[src/rtl/rlm_pkg.sv]
// Shared types and default sizes for the run-length meter.
package rlm_pkg;
  localparam int CNT_W_DEF = 8;
  localparam int DEPTH_DEF = 2;

  typedef enum logic {
    IDLE = 1'b0,
    RUN  = 1'b1
  } state_t;
endpackage

[src/rtl/rlm_fifo.sv]
// Small FIFO with a registered head; push ignored when full unless popping, pop ignored when empty.
// Head updates on the same edge as the push/pop, so the value is ready one cycle after the write.
module rlm_fifo #(
  parameter int W     = 8,
  parameter int DEPTH = 2
) (
  input  logic         clk,
  input  logic         rst,
  input  logic         push,
  input  logic [W-1:0] push_dat,
  input  logic         pop,
  output logic [W-1:0] head,
  output logic         full,
  output logic         empty
);
  localparam int AW = (DEPTH > 1) ? $clog2(DEPTH) : 1;

  logic [W-1:0]  r_mem [DEPTH];
  logic [AW-1:0] r_rd;
  logic [AW-1:0] r_wr;
  logic [AW:0]   r_cnt;
  logic [W-1:0]  r_head;

  logic          w_pop;
  logic          w_push;
  logic [AW-1:0] w_rd_nxt;
  logic [AW:0]   w_cnt_nxt;

  assign empty     = (r_cnt == '0);
  assign full      = (r_cnt == (AW+1)'(DEPTH));
  assign w_pop     = pop && !empty;
  assign w_push    = push && (!full || w_pop);
  assign w_rd_nxt  = r_rd + AW'(w_pop);
  assign w_cnt_nxt = r_cnt + (AW+1)'(w_push) - (AW+1)'(w_pop);
  assign head      = r_head;

  always_ff @(posedge clk) begin
    if (!rst) begin
      r_rd   <= '0;
      r_wr   <= '0;
      r_cnt  <= '0;
      r_head <= '0;
    end else begin
      if (w_push) begin
        r_mem[r_wr] <= push_dat;
        r_wr        <= r_wr + AW'(1);
      end
      r_rd  <= w_rd_nxt;
      r_cnt <= w_cnt_nxt;
      // The new head may be the entry being written this very cycle.
      if (w_cnt_nxt != '0)
        r_head <= (w_push && (w_rd_nxt == r_wr)) ? push_dat : r_mem[w_rd_nxt];
    end
  end
endmodule

[src/rtl/run_len_meter.sv]
// Measures high runs of y into a FIFO of lengths; len_valid rises one cycle after the closing 0 sample.
// Optional y/z consistency checker enabled by RLM_YZ_CHECK_EN; a full FIFO with no pop drops the new length.
module run_len_meter
  import rlm_pkg::*;
#(
  parameter int CNT_W = CNT_W_DEF,
  parameter int DEPTH = DEPTH_DEF
) (
  input  logic             clk,
  input  logic             rst,
  input  logic             y,
  input  logic             z,
  input  logic             len_ready,
  output logic [CNT_W-1:0] len,
  output logic             len_valid,
  output logic             sat,
  output logic             drop,
  output logic             err
);
  localparam logic [CNT_W-1:0] CNT_MAX = '1;

  state_t           r_state;
  logic [CNT_W-1:0] r_cnt;
  logic             r_sat;
  logic             r_drop;

  logic             w_close;
  logic             w_full;
  logic             w_empty;
  logic             w_pop;

  assign w_close   = (r_state == RUN) && !y;
  assign w_pop     = !w_empty && len_ready;
  assign len_valid = !w_empty;
  assign sat       = r_sat;
  assign drop      = r_drop;

  rlm_fifo #(
    .W     (CNT_W),
    .DEPTH (DEPTH)
  ) u_fifo (
    .clk      (clk),
    .rst      (rst),
    .push     (w_close),
    .push_dat (r_cnt),
    .pop      (w_pop),
    .head     (len),
    .full     (w_full),
    .empty    (w_empty)
  );

  always_ff @(posedge clk) begin
    if (!rst) begin
      r_state <= IDLE;
      r_cnt   <= '0;
      r_sat   <= 1'b0;
      r_drop  <= 1'b0;
    end else begin
      case (r_state)
        IDLE: begin
          if (y) begin
            r_state <= RUN;
            r_cnt   <= CNT_W'(1);
          end
        end
        RUN: begin
          if (y) begin
            if (r_cnt != CNT_MAX) r_cnt <= r_cnt + CNT_W'(1);
            if (r_cnt == CNT_MAX - CNT_W'(1)) r_sat <= 1'b1;
          end else begin
            r_state <= IDLE;
          end
        end
        default: r_state <= IDLE;
      endcase
      if (w_close && w_full && !w_pop) r_drop <= 1'b1;
    end
  end

`ifdef RLM_YZ_CHECK_EN
  logic r_err;
  assign err = r_err;

  always_ff @(posedge clk) begin
    if (!rst) r_err <= 1'b0;
    else if (y == z) r_err <= 1'b1;
  end
`else
  logic w_unused_z;
  assign w_unused_z = z;
  assign err        = 1'b0;
`endif
endmodule

[config.mk]
export PLATFORM = sky130hd
export DESIGN_NAME = run_len_meter
export DESIGN_NICKNAME = d
export VERILOG_FILES = /design/src/rtl/rlm_pkg.sv /design/src/rtl/rlm_fifo.sv /design/src/rtl/run_len_meter.sv
export SDC_FILE = /design/constraint.sdc
export NUM_CORES = 1
export LEC_CHECK = 0
export CAP_MARGIN = 10
export CORE_MARGIN = 5
export CORE_UTILIZATION = 56
export CTS_CLUSTER_DIAMETER = 100
export DETAILED_ROUTE_END_ITERATION = 6
export GPL_TIMING_DRIVEN = 0
export MAX_ROUTING_LAYER = met4
export PLACE_DENSITY = 0.86
export SKIP_CTS_REPAIR_TIMING = 1
export SYNTH_ARGS = -nofsm -noshare
export SYNTH_HDL_FRONTEND = slang
export SYNTH_SLANG_ARGS = --single-unit
[constraint.sdc]
create_clock -name clk -period 2.8 [get_ports clk]
set_input_delay 0.7 -clock clk [delete_from_list [all_inputs] [get_ports clk]]
set_output_delay 0.7 -clock clk [all_outputs]
set_load 0.02 [all_outputs]
---- Yosys cells after proc, flatten, opt, wreduce, memory -nomap -nowiden ----
Memory sizes are Yosys's and may differ from the RTL's. A register that Yosys moved wholly into a read port is not among the register bits.
Index checks and enable logic that the tools add are counted.
cells by class
  muxes and demuxes ....................... 8
  eq/ne operators ......................... 6
  reduce and logical (&&, ||, !) cells .... 16
  add/sub/neg operators ................... 5
  bitwise operators ....................... 1
operators with widths
  operator                                                                 number
  8-bit two-way mux                                                        3
  8-bit one-hot mux with 2 select lines                                    1
  8-bit by 1-bit adder with 8-bit output, second input constant            1
  8-bit == test, second input constant                                     1
  8-bit inequality test, second input constant                             1
  1-bit logical AND                                                        6
  3-bit AND reduction                                                      2
  1-bit zero test                                                          5
  1-bit two-way mux                                                        4
  2-bit inequality test, second input constant                             2
  2-bit by 1-bit adder with 2-bit output                                   1
  2-bit == test, second input constant                                     1
  2-bit zero test                                                          1
  2-bit by 1-bit inequality test with 1-bit output, second input constant  1
  2-bit nonzero test                                                       1
  2-bit by 1-bit subtractor with 2-bit output                              1
  1-bit adder                                                              1
  1-bit adder, second input constant                                       1
  1-bit logical OR                                                         1
  1-bit NOT                                                                1
word-level totals
  register bits ........................... 15
  memories kept ........................... 1
  memory bits (writable) .................. 16
  word-level logic and storage cells ...... 44
memories
  name          depth  bits a word  read ports  clocked after memory_dff  write ports  RTL line        text
  u_fifo.r_mem  2      8            1           1                         1            rlm_fifo.sv:18  logic [W-1:0] r_mem [DEPTH];

---- Longest topological paths before layout ----
Gate-level depths: netlist of run 1.
  depth after elaboration ................. 9
  depth in mapped cells ................... 10
  mapped depth without buffers ............ 9

---- Cells and area by module ----
Synthesis of run 1 repeated with hierarchy kept, for this count alone.
second synthesis, totals
  cells, all modules ...................... 162
  area, all modules ....................... 1880.6 µm²
by module, submodules not included
  module         instances  cells an instance  area each (µm²)  seq. area each (µm²)
  rlm_fifo       1          95                 1271.2           720.7
  run_len_meter  1          67                 609.3            220.2

---- Worst setup path after synthesis of run 1 ----
No wires, ideal clock.
  path kind ............................... input to register
  start point ............................. in len_ready
  end point ............................... reg u_fifo.r_head[0] (netlist: u_fifo.head[0]), read port of u_fifo.r_mem
  path slack .............................. 0.517 ns
  stages .................................. 10
  data required time ...................... 2.716 ns
  data arrival time ....................... 2.199 ns
  path through ............................ o21a_4 -> ha_1 -> inv_1 -> ha_1 -> xor2_1 -> xnor2_1 -> and3_1 -> buf_1 -> nand2_1 -> o31ai_2
between the ends
  word-level cells in the longest chain between the ends .. 7
RTL lines
  what                                         RTL line             text
  from (decl)                                  run_len_meter.sv:13  input logic len_ready,
  1-bit logical AND (*)                        run_len_meter.sv:33  assign w_pop = !w_empty && len_ready;
  1-bit logical AND (*)                        rlm_fifo.sv:31       assign w_pop = pop && !empty;
  1-bit logical OR                             rlm_fifo.sv:32       assign w_push = push && (!full || w_pop);
  1-bit logical AND                            rlm_fifo.sv:32
  2-bit by 1-bit adder with 2-bit output       rlm_fifo.sv:34       assign w_cnt_nxt = r_cnt + (AW+1)'(w_push) - (AW+1)'(w_pop);
  2-bit by 1-bit subtractor with 2-bit output  rlm_fifo.sv:34
  2-bit nonzero test                           rlm_fifo.sv:51       if (w_cnt_nxt != '0)
  to (decl)                                    rlm_fifo.sv:22       logic [W-1:0] r_head;
Every way passes the cells marked *; elsewhere a longest branch is shown, timed or not.
A chain may end at the register's enable or synchronous reset.

---- Worst setup path after layout of run 1 ----
  start point ............................. in y
  end point ............................... reg u_fifo.r_head[0] (netlist: u_fifo.head[0]), read port of u_fifo.r_mem
between the ends
  word-level cells in the longest chain between the ends .. 6
RTL lines
  what                                         RTL line             text
  from (decl)                                  run_len_meter.sv:11  input logic y,
  1-bit zero test                              run_len_meter.sv:32  assign w_close = (r_state == RUN) && !y;
  1-bit logical AND                            run_len_meter.sv:32
  1-bit logical AND                            rlm_fifo.sv:32
  named net u_fifo.w_push                      rlm_fifo.sv:25       logic w_push;
  2-bit by 1-bit adder with 2-bit output       rlm_fifo.sv:34
  2-bit by 1-bit subtractor with 2-bit output  rlm_fifo.sv:34
  2-bit nonzero test                           rlm_fifo.sv:51
The timed path passes the listed nets, and every way through them passes these cells.

==> flow_metrics.tcl, run 1 <==
set metrics [dict create \
    outcome "completed" \
    synth_top_family_by_area "simple AND/OR/NAND/NOR gates" \
    ant_nets 0 \
    coreArea_mm2 0.00305 \
    ios 17 \
    hold_path_class "flip-flop to flip-flop" \
    place.gp.congestion 0.820 \
    grt_max_degree 13 \
    cp-start-kind "input pin" \
    muxShareOfSynthArea_pct 0 \
    cts-root-buf "clkbuf_4" \
    yosys.area.top_type "edfxtp_1" \
    clock_path_buffers 2 \
    synth_cell_type_count 41 \
    worstMarginPinSlew_ns 0.761 \
    r2r_cells 9 \
    pwr-share-comb_pct 35.2 \
    synth-seq-cells 39 \
    hold_viol 0 \
    cts_max_level 2 \
    final.setup.tns_ns 0 \
    cap_violations 0 \
    numCtsBuffers 5 \
    start_util_pct 58.7 \
    ys.flop_type "dfxtp_1" \
    pwr_density_cell_mw_per_mm2 819 \
    clkSlewWorstSetupHoldPaths_ns 0.11 \
    synth_compound_area_share_pct 13.5 \
    path_class "input pin to flip-flop" \
    nNetsFinal 198 \
    hold_depth 2 \
    max_clock_freq_mhz 374 \
    seq_power_share_pct 41.6 \
    track_usage_pct 19.6 \
    ys_seq_area_share_pct 52.5 \
    slowest_stage "clkdlybuf4s50_1" \
    drt_iter0_markers 127 \
    cp_max_fo 8 \
    async_flop_share_pct 0 \
    net-switching-power_uw 555 \
    grt_pass1_vias 1337 \
    vias 1335 \
    synthSimpleGateAreaFrac_pct 19.2 \
    die_x_um 66.6 \
    clock_skew_ns 0.00930 \
    layout_min_cycle_time_ns 2.67 \
    crit_arrival_ns 2.94 \
    cts_tree "built" \
    grt_overflow 0 \
    design_area_mm2 0.00207 \
    setup_viol 0 \
    layout-drive-gt1-share_pct 13.7 \
    synth_area_leaders "edfxtp_1 27%, dfxtp_1 26%, nand2_1 4.6%" \
    synth_xor_area_share_pct 6.98 \
    post-route-period-util_pct 95.5 \
    worstPathRequired_ns 3.07 \
    synthCells 169 \
    synth-edff-count 16 \
    firstDrtPassIters 4 \
    wl_um 3710 \
    maxSlewViolCount 0 \
    hold_ws_ns 0.471 \
    grt_pass1_wl_um 6220 \
    n_antenna_cell 0 \
    antenna_found_initial 0 \
    ir_drop_mv 0.614 \
    synthAdderAreaFrac_pct 2.79 \
    p_leak_nw 0.791 \
    syn_area_per_cell_um2 10.6 \
    critical-path-max-stage-delay_ns 0.58 \
    clock_latency_ns 0.35 \
    endpoint_kind "flip-flop" \
    p_int_mw 1.14 \
    area_growth_pct 15.5 \
    syn_nets 178 \
    synth_area_mm2 0.00179 \
    relSlewSlack_pct 49.1 \
    port_buffers 14 \
    power.share.clock_pct 23.2 \
    dpl_cell_area_mm2 0.00199 \
    swShare_pct 32.7 \
    cts.sinks 39 \
    path_cells "clkdlybuf4s50_1, and2b_1, nor2b_1, ha_1, xor2_1, xnor2_1, and3_1, nand2_1, o31ai_2" \
    chipHeight_um 66.6 \
    place_hpwl_um 2660 \
    num_rows 20 \
    drc 0 \
    yosys_warnings 0 \
    rsz0062_at_grt "no" \
    avgViaCountPerCell 5.71 \
    synthDominantCellAreaShare_pct 26.8 \
    wl_per_cell_um 15.9 \
    die_area_mm2 0.00443 \
]
## logic make-up after synthesis
logic type	Yosys count
xor+xnor	11
fa+ha+maj	4
other cells	1
simple gates	70
buf+inv	14
compound gates	30
flops	39
## flip-flops by register name, summed over array words and instances (netlist names)
name,cells
u_fifo.r_cnt,2
u_fifo.r_wr,1
u_fifo.r_rd,1
drop,1
r_state,1
r_cnt,8
sat,1
u_fifo.r_mem,16
u_fifo.head,8
## metrics by stage
stage	total power, mW	util, %	instances	setup WS [ns]
6_report	1.70	67.8	234	0.126
3_3_place_gp	1.29	65.1	227	-0.283
3_5_place_dp	1.33	65.1	227	-0.358
4_1_cts	1.71	68.0	235	0.00480
5_1_grt	1.80	67.8	234	0.0260
2_1_floorplan	1.11	-	169	0.517
## Yosys cell counts (5+ instances only)
library cell  number
dfxtp_1           23
nand2_1           22
edfxtp_1          16
nor2_1            15
and3_1             7
a21oi_1            6
inv_1              6
nand3_1            6
o31ai_2            5
xor2_1             5
## cells in the final DEF, fill, tap and decap left out, drive strengths merged, types with 2 or more instances in the layout
| master | n |
|---|---|
| dfxtp | 23 |
| nand2 | 22 |
| edfxtp | 16 |
| nor2 | 15 |
| clkdlybuf4s50 | 14 |
| and3 | 7 |
| clkbuf | 7 |
| inv | 6 |
| nand3 | 6 |
| a21oi | 6 |
| xor2 | 6 |
| o31ai | 6 |
| buf | 6 |
| o21ai | 5 |
| nor2b | 4 |
| and2 | 4 |
| nor3 | 4 |
| ha | 4 |
| xnor2 | 4 |
| o211ai | 3 |
| a32o | 3 |
| nand4 | 2 |
| a41oi | 2 |
## worst paths after layout
check,start,end,slack (ns)
setup / recovery,y,u_fifo.head[0],0.13
hold / removal,u_fifo.head[2],u_fifo.head[2],0.47
setup reg to reg,u_fifo.r_cnt[0],u_fifo.head[0],0.57
hold reg to reg,u_fifo.head[2],u_fifo.head[2],0.47
## area by class of cell
| class | instances | area [µm²] |
|---|---|---|
| Sequential cell | 39 | 941 |
| Fill cell | 233 | 982 |
| Inverter | 6 | 22.5 |
| Tap cell | 44 | 55.1 |
| Clock inverter | 2 | 35.0 |
| Clock buffer | 6 | 51.3 |
| Buffer | 7 | 60.1 |
| Timing Repair Buffer | 14 | 140 |
| Multi-Input combinational cell | 116 | 766 |
## worst max-delay path, delay by kind of cell
kind                     cells  cell delay [ns]
buffers and inverters        1             0.58
adder cells (fa/ha/maj)      1             0.22
AND/OR/NAND/NOR              4             0.95
AO/OA/AOI/OAI                1             0.07
XOR/XNOR                     2             0.42
## power groups by stage
stage	Combinational (mW)	Sequential [mW]	Clock, mW
final	0.596	0.706	0.394
after global routing	0.642	0.717	0.437
after CTS	0.604	0.707	0.399
after detailed placement	0.605	0.720	0
after global placement	0.577	0.712	0
after floorplan	0.341	0.772	0
## routing by layer
layer	up-vias	wire length, µm	track usage, %	share of wire, %
li1	637	-	-	-
met1	631	1540	22.3	41
met2	53	1850	31.9	50
met3	14	227	5.73	6.1
met4	0	93	9.14	2.5
met5	-	0	-	0
(Power assumes the default switching activity.)
==> run 2, diff against run 1 <==
Settings changed: ABC_CLOCK_PERIOD_IN_PS set to 2800, PLACE_DENSITY 0.86 to 0.78, SLEW_MARGIN set to 20.
==> run 2 against run 1 <==
Combinational power decreased by 2%; final cell count unchanged; routed wire length down 12%; clock power decreased by 9.9%; core utilization shrank 0.29 points; count of clock-buffer cells in the layout fell by 1; non-clock buffer count unchanged; sequential power is essentially flat; maximum frequency is 0.40% lower; setup slack got worse by 0.011 ns; die area unchanged; hold slack better by 0.0023 ns.
==> flow_metrics.tcl, run 2 (same netlist as run 1, synthesis figures left out) <==
set metrics [dict create \
    outcome "completed" \
    final.setup.tns_ns 0 \
    p_total_mw 1.64 \
    hold_depth 1 \
    relSlewSlack_pct 46.3 \
    num_rows 20 \
    cts-root-buf "clkbuf_4" \
    track_usage_pct 17.8 \
    die_area_mm2 0.00443 \
    slowest_stage "clkdlybuf4s50_1" \
    rsz0062_at_grt "no" \
    cts.sinks 39 \
    layout_min_cycle_time_ns 2.68 \
    worstMarginPinSlew_ns 0.802 \
    clkSlewWorstSetupHoldPaths_ns 0.11 \
    grt_max_degree 13 \
    post-route-period-util_pct 95.9 \
    nNetsFinal 198 \
    drt_iter0_markers 81 \
    area_growth_pct 15.0 \
    r2r_cells 8 \
    wl_per_cell_um 13.9 \
    port_buffers 14 \
    cts_max_level 2 \
    cp_max_fo 7 \
    multi_input_area_um2 767 \
    final_cell_mix "23 x dfxtp_1, 22 x nand2_1, 16 x edfxtp_1, 15 x nor2_1, 14 x clkdlybuf4s50_1" \
    antenna_found_initial 0 \
    place_hpwl_um 2400 \
    regMostFlops "u_fifo.r_mem" \
    n_antenna_cell 0 \
    place.gp.congestion 0.760 \
    grt_pass1_wl_um 5690 \
    coreArea_mm2 0.00305 \
    hold_start "u_fifo.head[6]" \
    layout-drive-gt1-share_pct 13.7 \
    cp-start-kind "input pin" \
    clock_skew_ns 0.00478 \
    maxSlewViolCount 0 \
    ios 17 \
    ir_drop_mv 0.379 \
    vias 1292 \
    path_class "input pin to flip-flop" \
    reg2reg_slack_ns 0.63 \
    die_x_um 66.6 \
    clock_path_buffers 2 \
    setup_viol 0 \
    hold_viol 0 \
    endpoint_kind "flip-flop" \
    cap_violations 0 \
    crit_arrival_ns 2.97 \
    layout_commonest_cell "dfxtp_1" \
    ff_latch_area_um2 941 \
    ant_nets 0 \
    worstPathRequired_ns 3.08 \
    grt_pass1_vias 1270 \
    clock_latency_ns 0.33 \
    grt_overflow 0 \
    hold_path_class "flip-flop to flip-flop" \
    max_clock_freq_mhz 372 \
    p_leak_nw 0.786 \
    avgViaCountPerCell 5.52 \
    timing.rr.start "u_fifo.r_cnt[0]" \
    chipHeight_um 66.6 \
    largest_register_ffs 16 \
    critical-path-max-stage-delay_ns 0.52 \
    path_cells "clkdlybuf4s50_1, and2b_1, nor2b_1, ha_1, xor2_1, xnor2_1, a21boi_0, a32o_1" \
    firstDrtPassIters 5 \
    wl_um 3250 \
    start_util_pct 58.7 \
    numCtsBuffers 5 \
    cts_tree "built" \
    pwr_density_cell_mw_per_mm2 796 \
    nFillCells 267 \
    drc 0 \
    crit_start "y" \
]
[run 2: changes by cell type in the layout (fill, tap and decap cells not counted), sizes merged]
cell	before	now
clkinv	1	2
clkbuf	7	6
[run 2: power by group]
group | switching (mW) | leakage, nW | internal (mW)
clock | 0.172 | 0.0426 | 0.184
combinational | 0.306 | 0.395 | 0.276
sequential | 0.0474 | 0.348 | 0.656
total | 0.526 | 0.786 | 1.12
[run 2: stage by stage]
step	util, %	cells	setup slack, ns	area [µm²]	hold WS, ns
3_3_place_gp	65.1	227	-0.300	1990	0.446
4_1_cts	67.6	235	-0.0411	2060	0.478
5_1_grt	67.5	234	0.0248	2060	0.497
6_report	67.5	234	0.115	2060	0.473
3_5_place_dp	65.1	227	-0.394	1990	0.453
2_1_floorplan	-	169	0.517	1790	0.491
[run 2: critical path, delay by kind of cell]
family,cells,cell delay (ns)
adders and majority gates,1,0.21
xor gates and xnor gates,2,0.31
buffers and inverters,1,0.52
AOI/OAI and AO/OA,2,0.69
and+or+nand+nor,2,0.55
[run 2: layout make-up]
class | instances | share of cell area, %
Buffer | 7 | 2.91
Clock buffer | 5 | 1.82
Clock inverter | 3 | 1.88
Inverter | 6 | 1.09
Multi-Input combinational cell | 116 | 37.2
Sequential cell | 39 | 45.6
Tap cell | 44 | 2.67
Timing Repair Buffer | 14 | 6.80
[run 2: layer usage]
metal,global-route usage (%),part of all wire (%)
met3,5.56,5.6
met4,6.35,0.65
met2,29.8,52
met5,-,0
met1,19.9,42
[run 2: final timing paths]
path / to
hold / removal: u_fifo.head[6]
hold reg to reg: u_fifo.head[6]
setup / recovery: u_fifo.head[7]
setup reg to reg: u_fifo.head[7]
==> run 3, diff against run 2 <==
Settings changed: SKIP_LAST_GASP set to 1.
==> results of run 3 <==
Same layout as run 2: the final DEF is identical, and so are final timing and power.
